===== src/rtl/mux_sel_scanner_pkg.sv =====
`default_nettype none
// +----------------------------------------------------------------------+
// | mux_scan_pkg : shared types and select ordering for mux_sel_scanner  |
// | Option macro SCAN_GRAY_EN selects Gray select order. Rev 1.0         |
// +----------------------------------------------------------------------+
package mux_scan_pkg;

    typedef logic [1:0] sel_t;

    typedef enum logic [0:0] {
        MANUAL = 1'b0,
        SCAN   = 1'b1
    } state_t;

`ifdef SCAN_GRAY_EN
    localparam sel_t LAST_SEL = 2'd2;
`else
    localparam sel_t LAST_SEL = 2'd3;
`endif

    function automatic sel_t next_sel(input sel_t cur);
`ifdef SCAN_GRAY_EN
        sel_t nxt;
        case (cur)
            2'd0:    nxt = 2'd1;
            2'd1:    nxt = 2'd3;
            2'd3:    nxt = 2'd2;
            default: nxt = 2'd0;
        endcase
        return nxt;
`else
        return cur + 2'd1;
`endif
    endfunction

endpackage
`default_nettype wire


===== src/rtl/mux_sel_scanner_step_debounce.sv =====
`default_nettype none
// +----------------------------------------------------------------------+
// | step_debounce : 2-FF sync, counter debounce and press pulse for key  |
// | Rev 1.0                                                              |
// +----------------------------------------------------------------------+
module step_debounce #(
    parameter int unsigned DEB_CYCLES = 500_000
) (
    input  logic clk,
    input  logic rst_n,
    input  logic step_n_i,
    output logic press_o
);

    localparam int unsigned CW = (DEB_CYCLES > 1) ? $clog2(DEB_CYCLES) : 1;
    localparam logic [CW-1:0] CNT_LAST = CW'(DEB_CYCLES - 1);

    logic          sync1_q;
    logic          sync2_q;
    logic          level_q;
    logic          press_q;
    logic [CW-1:0] cnt_q;

    always_ff @(posedge clk or negedge rst_n) begin
        if (!rst_n) begin
            sync1_q <= 1'b1;
            sync2_q <= 1'b1;
            level_q <= 1'b1;
            press_q <= 1'b0;
            cnt_q   <= '0;
        end else begin
            sync1_q <= step_n_i;
            sync2_q <= sync1_q;
            press_q <= 1'b0;
            // Any sample matching the current level restarts the stability window.
            if (sync2_q == level_q) begin
                cnt_q <= '0;
            end else if (cnt_q == CNT_LAST) begin
                level_q <= sync2_q;
                cnt_q   <= '0;
                press_q <= ~sync2_q;
            end else begin
                cnt_q <= cnt_q + CW'(1);
            end
        end
    end

    assign press_o = press_q;

endmodule
`default_nettype wire


===== src/rtl/mux_sel_scanner.sv =====
`default_nettype none
// +----------------------------------------------------------------------+
// | mux_sel_scanner : drives 4:1 mux select, samples z into captured[]   |
// | Option macro SCAN_GRAY_EN selects Gray select order. Rev 1.0         |
// +----------------------------------------------------------------------+
module mux_sel_scanner
    import mux_scan_pkg::*;
#(
    parameter int unsigned DWELL_CYCLES = 50_000_000,
    parameter int unsigned DEB_CYCLES   = 500_000
) (
    input  logic       clk,
    input  logic       rst_n,
    input  logic       mode,
    input  logic       step_n,
    input  logic       z,
    output logic [1:0] s,
    output logic [3:0] captured,
    output logic       sample_valid,
    output logic       frame_done
);

    localparam int unsigned DW = (DWELL_CYCLES > 1) ? $clog2(DWELL_CYCLES) : 1;
    localparam logic [DW-1:0] DWELL_LAST = DW'(DWELL_CYCLES - 1);

    logic          press;
    logic          mode_meta_q;
    state_t        state_q;
    state_t        state_d;
    logic [DW-1:0] dwell_q;
    logic [DW-1:0] dwell_d;
    sel_t          s_q;
    logic [3:0]    cap_q;
    logic          sv_q;
    logic          fd_q;
    logic          take;

    step_debounce #(
        .DEB_CYCLES(DEB_CYCLES)
    ) u_step_debounce (
        .clk      (clk),
        .rst_n    (rst_n),
        .step_n_i (step_n),
        .press_o  (press)
    );

    // The state register is the second synchroniser stage for mode.
    always_comb begin
        state_d = mode_meta_q ? SCAN : MANUAL;
        take    = 1'b0;
        dwell_d = '0;
        if (state_q == SCAN) begin
            take    = (dwell_q == DWELL_LAST);
            dwell_d = take ? '0 : dwell_q + DW'(1);
        end else begin
            take = press;
        end
        if (state_d != state_q) begin
            dwell_d = '0;
        end
    end

    always_ff @(posedge clk or negedge rst_n) begin
        if (!rst_n) begin
            mode_meta_q <= 1'b0;
            state_q     <= MANUAL;
            dwell_q     <= '0;
            s_q         <= '0;
            cap_q       <= '0;
            sv_q        <= 1'b0;
            fd_q        <= 1'b0;
        end else begin
            mode_meta_q <= mode;
            state_q     <= state_d;
            dwell_q     <= dwell_d;
            sv_q        <= take;
            fd_q        <= take && (s_q == LAST_SEL);
            if (take) begin
                cap_q[s_q] <= z;
                s_q        <= next_sel(s_q);
            end
        end
    end

    assign s            = s_q;
    assign captured     = cap_q;
    assign sample_valid = sv_q;
    assign frame_done   = fd_q;

endmodule
`default_nettype wire


===== config.mk =====
export PLATFORM = sky130hd
export DESIGN_NAME = mux_sel_scanner
export DESIGN_NICKNAME = d
export VERILOG_FILES = /design/src/rtl/mux_sel_scanner_pkg.sv /design/src/rtl/mux_sel_scanner_step_debounce.sv /design/src/rtl/mux_sel_scanner.sv
export SDC_FILE = /design/constraint.sdc
export NUM_CORES = 1
export LEC_CHECK = 0
export ABC_AREA = 1
export BUFFER_PORTS_ARGS = -buffer_cell sky130_fd_sc_hd__buf_2
export CAP_MARGIN = 20
export CORE_ASPECT_RATIO = 2
export CORE_MARGIN = 5
export CORE_UTILIZATION = 60
export DETAILED_ROUTE_END_ITERATION = 10
export GPL_ROUTABILITY_DRIVEN = 1
export PLACE_DENSITY = 0.77
export SETUP_SLACK_MARGIN = 0.5
export SLEW_MARGIN = 20
export SYNTH_ARGS = -nofsm -noshare
export SYNTH_HDL_FRONTEND = slang
export SYNTH_HIERARCHICAL = 1
export SYNTH_SLANG_ARGS = --single-unit

===== constraint.sdc =====
create_clock -name clk -period 2.18 [get_ports clk]
set_clock_uncertainty 0.15 [all_clocks]
set_input_delay 0.436 -clock clk [delete_from_list [all_inputs] [get_ports clk]]
set_output_delay 0.436 -clock clk [all_outputs]
set_load 0.05 [all_outputs]

==> impl_metrics.ini, run 1 <==
[run_status]
status = finished, final reports clean

[worst_hold_path]
min_to = u_step_debounce/sync1_q$_DFF_PN1_
hp-class = in -> reg
whs_path_depth = 1
hp-start = step_n

[route]
wl_um = 7495
drc = 0
viasPerCell = 5.543
wire_per_inst_um = 15.02
postRouteAntennaNets = 0
vias = 2766
firstDrtPassIters = 4
drtIter0Drc = 153

[grt]
gr-total-overflow = 0
grt_pass1_vias = 2973
grt_max_degree = 27
grt_usage = 0.2436
antenna_found_initial = 0
grt_pass1_wl_um = 12810

[finish]
areaGrowthSynthToFinish_pct = 18.65
diodes = 0
layout.nets = 447
drive_gt1_frac = 0.2336

[yosys]
syn_inst = 404
yosysSeqAreaShare = 0.4654
synth_top_area_share = 0.4406
avgSynthCellArea_um2 = 7.873
synth_top_area_cell = dfrtp_1
synth_top_cells_by_area = dfrtp_1 44%, nand2_1 10%, nor2_1 10%
ys_warn_count = 6
yosysUniqueCellTypes = 28
synth_area_um2 = 3181
synth-seq-cells = 59
postSynthNetCount = 415

[sta]
rsz0062_at_grt = yes
period_share = 0.8538
setup_viol = 0
min_period_ns = 1.861
hold_viol = 0
slew-limit-headroom = 0.7001
finalMaxSlewViolations = 0
worst_pin_slew_ns = 0.4498
fmax_mhz = 537.2
final.setup.worst_slack_ns = 0.3186
fin_setup_tns_ns = 0

[placed_design]
post-place-ws_ns = 0.2375
routabilityCongestion = 0.9484
hpwlAfterDp_um = 5209
io_buffers = 12

[setup_path]
worstPathMaxFanout = 4
arrival_ns = 1.97
r2r_setup_slack_ns = 0.32
worstSetupStartpointType = flop
path_class = reg -> reg
r2r_cells = 9
critPathCaptureType = flop
r2r-end = dwell_q[20]$_DFF_PN0_
r2r-start = dwell_q[0]$_DFF_PN0_
required_ns = 2.29

[clocking]
clk_path_buf_depth = 2
tritoncts = yes
cts_buffers = 9
cts.clk_slew.worst_paths_ns = 0.07
root_buffer = clkbuf_8
h-tree-depth = 3
clock-sinks = 59
insertion_delay_ns = 0.34

[floorplanning]
initial_core_util = 0.6189
dieArea_um2 = 6945
dieWidth_um = 61.48
core_area_um2 = 5139
rows = 37
pin_count = 13
die_h_um = 113.0

[pwr]
leakage_nw = 1.680
p_clk_frac = 0.426
power_density_nw_per_um2 = 758.6
seqPwrFrac = 0.421
peakVddDrop_v = 0.0009453
switching_share = 0.2808
p_int_mw = 2.059
p_comb_frac = 0.153
p_sw_mw = 0.8038

[job]
cap_violations = 0
## per-layer routing
metal,vias up,GRT usage,wire length [µm]
met1,1315,0.2558,2625
met3,37,0.05594,232
met5,-,0,0
li1,1337,-,-
met2,77,0.4206,4261
met4,0,0.1360,375
## cells in the mapped netlist
| cell type | instances |
|---|---|
| nand2_1 | 85 |
| nor2_1 | 85 |
| dfrtp_1 | 56 |
| inv_1 | 41 |
| nand3_1 | 28 |
| nor3_1 | 15 |
| nand4_1 | 13 |
| xor2_1 | 9 |
| a21oi_1 | 8 |
| nand2_2 | 8 |
| nor2_2 | 8 |
| xnor2_1 | 8 |
| ha_1 | 6 |
| nor2_4 | 6 |
| inv_2 | 5 |
| o21ai_1 | 4 |
| dfstp_2 | 3 |
| nand3_2 | 3 |
| buf_2 | 2 |
| nand2_4 | 2 |
| o21ai_0 | 2 |
| buf_4 | 1 |
| buf_6 | 1 |
| nor3b_1 | 1 |
| nor3b_2 | 1 |
| o21a_1 | 1 |
| or2_2 | 1 |
| xor2_2 | 1 |
## area by class of cell
| type | count | area [µm²] |
|---|---|---|
| Tap cell | 58 | 72.57 |
| Clock inverter | 5 | 100.1 |
| Sequential cell | 59 | 1480 |
| Multi-Input combinational cell | 297 | 1639 |
| Timing Repair Buffer | 23 | 162.7 |
| Fill cell | 378 | 1365 |
| Clock buffer | 11 | 141.4 |
| Inverter | 46 | 177.7 |
## power groups by stage
stage | clock network, mW | registers (mW) | logic [mW]
6_report | 1.22 | 1.20 | 0.438
5_1_grt | 1.30 | 1.21 | 0.478
4_1_cts | 1.24 | 1.20 | 0.407
3_5_place_dp | 0 | 1.22 | 0.399
3_3_place_gp | 0 | 1.22 | 0.389
2_1_floorplan | 0 | 1.39 | 0.105
## how the worst max path moves through the flow
stage | end | depth (start not counted) | slack (ns) | startpoint
2_1_floorplan | dwell_q[25]$_DFF_PN0_ | 11 | 0.60 | dwell_q[0]$_DFF_PN0_
3_3_place_gp | dwell_q[25]$_DFF_PN0_ | 10 | 0.34 | dwell_q[0]$_DFF_PN0_
3_5_place_dp | dwell_q[17]$_DFF_PN0_ | 10 | 0.24 | dwell_q[0]$_DFF_PN0_
4_1_cts | captured[3]$_DFFE_PN0P_ | 10 | 0.48 | dwell_q[0]$_DFF_PN0_
5_1_grt | dwell_q[20]$_DFF_PN0_ | 10 | 0.27 | dwell_q[0]$_DFF_PN0_
6_report | dwell_q[20]$_DFF_PN0_ | 9 | 0.32 | dwell_q[0]$_DFF_PN0_
## flip-flops by register name, indices dropped and copies added (netlist names)
signal                   count
sample_valid                 1
dwell_q                     26
u_step_debounce/press_o      1
u_step_debounce/level_q      1
frame_done                   1
captured                     4
u_step_debounce/sync2_q      1
s                            2
u_step_debounce/cnt_q       19
u_step_debounce/sync1_q      1
mode_meta_q                  1
state_q                      1
## through the flow
step	cell area, µm²	hold WS (ns)	power [mW]	util	std cells
after floorplan	3181	-0.009591	1.498	-	404
after global placement	3319	0.1780	1.607	0.6460	473
after detailed placement	3319	0.1816	1.618	0.6460	473
after CTS	3608	0.02505	2.845	0.7022	493
after global routing	3774	0.01965	2.992	0.7344	499
final	3774	0.03692	2.863	0.7344	499
## worst max-delay path: stages, from the launching register on
cell and delay (ns):
dfrtp_1 0.39, ha_2 0.21, nand2_2 0.08, nor2_4 0.17, nand3_2 0.13, nor2_2 0.18
nand3_1 0.17, nand2_1 0.11, nand2_2 0.06, nor2_1 0.14
## repair_timing
item / CTS / global route
hold buffers: 1 / 0
endpoints found under the hold margin: 8 / 0
buffers inserted: 2 / 5
pin swaps: 0 / 8
gates resized for setup: 3 / 36
gates cloned: 1 / 1
endpoints found under the setup margin: 25 / 48
## cell usage in the layout, fill, tap and decap left out, types with 2 or more instances in the layout
master,synthesis,layout
nand3_1,28,24
inv_2,5,5
o21ai_0,2,2
nand3_2,3,6
nor2_4,6,8
bufinv_16,0,3
xnor2_1,8,8
nand2_4,2,4
clkbuf_8,0,10
buf_4,1,10
nand4_1,13,13
buf_2,2,10
clkinv_2,0,2
nor2_1,85,77
dfrtp_1,56,56
dfstp_2,3,3
xor2_1,9,9
nand3_4,0,2
nand2_1,85,74
o21ai_1,4,4
nand2_2,8,17
a21oi_1,8,8
nor2_2,8,14
inv_1,41,40
nor3_1,15,14
ha_1,6,5
## cells by family (layout without fill, tap and decap cells)
kind of cell / after synthesis / after routing / synth area share
and+or+nand+nor: 256 / 258 / 0.3714
DFF: 59 / 59 / 0.4654
buffers and inverters: 50 / 85 / 0.06334
xor gates and xnor gates: 18 / 18 / 0.05193
AOI/OAI and AO/OA: 15 / 15 / 0.02439
adders and majority gates: 6 / 6 / 0.02360
Power figures use the tool's default switching activity.
==> inputs of run 2 (changes only) <==
--- a/config.mk
+++ b/config.mk
@@ -13,6 +13,7 @@
 export CORE_UTILIZATION = 60
 export DETAILED_ROUTE_END_ITERATION = 10
 export GPL_ROUTABILITY_DRIVEN = 1
+export HOLD_SLACK_MARGIN = 0.06
 export PLACE_DENSITY = 0.77
 export SETUP_SLACK_MARGIN = 0.5
 export SLEW_MARGIN = 20
==> run 2 against run 1 <==
Critical path depth unchanged; count of clock-buffer cells in the layout unchanged; register-to-register slack about the same; critical path type unchanged; utilization up 0.39 points; fmax up 0.62%; sequential share of layout area down 0.21 points; clock power about the same.
==> impl_metrics.ini, run 2 (synthesis results as in run 1) <==
[setup_path]
slowest_delay_ns = 0.39
path_cells = ha_2 > nand2_2 > nor2_4 > nand3_2 > nor2_2 > nand3_1 > nand2_1 > nand2_2 > nor2_1
path_class = reg -> reg
worstPathMaxFanout = 4
cp_common_cell = nand2_2
worstSetupStartpointType = flop
worst_path_max_delay_cell = dfrtp_1
arrival_ns = 1.96
path_buf_inv = 0
required_ns = 2.29
cp_top_family = simple AND/OR/NAND/NOR gates
critPathCaptureType = flop

[worst_hold_path]
hp-class = reg -> reg

[finish]
layout_commonest_cell = nor2_1
layout.nets = 449
diodes = 0
final_util = 0.7383
final_cell_mix = 77 x nor2_1, 74 x nand2_1, 56 x dfrtp_1
largest_reg_flops = 26
largest_register = dwell_q
areaGrowthSynthToFinish_pct = 19.28
drive_gt1_frac = 0.2325

[route]
vias = 2754
viasPerCell = 5.497
wl_um = 7499
firstDrtPassIters = 5
drc = 0
postRouteAntennaNets = 0
drtIter0Drc = 161
wire_per_inst_um = 14.97

[pwr]
power_density_nw_per_um2 = 756.7
peakVddDrop_v = 0.0009449
power_mw = 2.871
leakage_nw = 1.689

[clocking]
clk_path_buf_depth = 2
root_buffer = clkbuf_8
cts_buffers = 9
tritoncts = yes
insertion_delay_ns = 0.34
clock-sinks = 59
h-tree-depth = 3
cts.clk_slew.worst_paths_ns = 0.07

[floorplanning]
rows = 37
dieArea_um2 = 6945
core_area_um2 = 5139
initial_core_util = 0.6189
dieWidth_um = 61.48
die_h_um = 113.0
pin_count = 13

[job]
cap_violations = 0

[sta]
setup_viol = 0
period_share = 0.8486
min_period_ns = 1.850
slew-limit-headroom = 0.6950
hold_viol = 0
fmax_mhz = 540.6
worst_pin_slew_ns = 0.4575
fin_setup_tns_ns = 0
rsz0062_at_grt = yes
finalMaxSlewViolations = 0

[grt]
grt_usage = 0.2442
grt_max_degree = 27
grt_pass1_wl_um = 12830
gr-total-overflow = 0
grt_pass1_vias = 2987
antenna_found_initial = 0

[placed_design]
hpwlAfterDp_um = 5209
io_buffers = 12
routabilityCongestion = 0.9484

[run_status]
status = finished, final reports clean
-- run 2: worst paths after layout --
| path | from | to | slack (ns) | cells past startpoint |
|---|---|---|---|---|
| worst max-delay path | dwell_q[0]$_DFF_PN0_ | dwell_q[20]$_DFF_PN0_ | 0.33 | 9 |
| worst min-delay path | u_step_debounce/sync1_q$_DFF_PN1_ | u_step_debounce/sync2_q$_DFF_PN1_ | 0.21 | 0 |
| worst max register to register | dwell_q[0]$_DFF_PN0_ | dwell_q[20]$_DFF_PN0_ | 0.33 | 9 |
| worst min register to register | u_step_debounce/sync1_q$_DFF_PN1_ | u_step_debounce/sync2_q$_DFF_PN1_ | 0.21 | 0 |
| max in group asynchronous | rst_n | u_step_debounce/sync1_q$_DFF_PN1_ | 0.96 | 3 |
| min in group asynchronous | rst_n | dwell_q[5]$_DFF_PN0_ | 0.35 | 2 |
-- run 2: timing repair --
action,4_1_cts,5_1_grt
setup endpoints to repair,25,48
resized for setup,3,36
hold buffers,3,0
pin swaps,0,8
cloned,1,1
setup buffers,2,5
endpoints found under the hold margin,10,0
-- run 2: through the flow --
stage / instances / setup WS [ns] / area [µm²] / hold WS (ns)
floorplan: 404 / 0.6050 / 3181 / -0.009591
global placement: 473 / 0.3395 / 3319 / 0.1780
detailed placement: 473 / 0.2375 / 3319 / 0.1816
CTS: 495 / 0.4768 / 3628 / 0.2092
global route: 501 / 0.2680 / 3794 / 0.2183
finish: 501 / 0.3301 / 3794 / 0.2084
-- run 2: report_power, final --
part           switching (mW)  internal, mW  leakage (nW)
combinational           0.324         0.118         0.771
clock                   0.438         0.787         0.123
sequential             0.0481          1.16         0.794
total                   0.809          2.06          1.69
-- run 2: cell type report --
class / count / area, µm²
repair buffers: 25 / 182.7
multi-input cells: 297 / 1639
fillers: 376 / 1345
inverters: 46 / 177.7
flip-flops and latches: 59 / 1480
well taps: 58 / 72.57
clock buffers: 11 / 141.4
clock inverters: 5 / 100.1
-- run 2: per-layer routing --
metal	up-vias	wire, µm	global-route usage
met4	0	408	0.1402
met2	69	4242	0.4220
met5	-	0	0
met3	37	196	0.05708
li1	1345	-	-
met1	1303	2652	0.2536
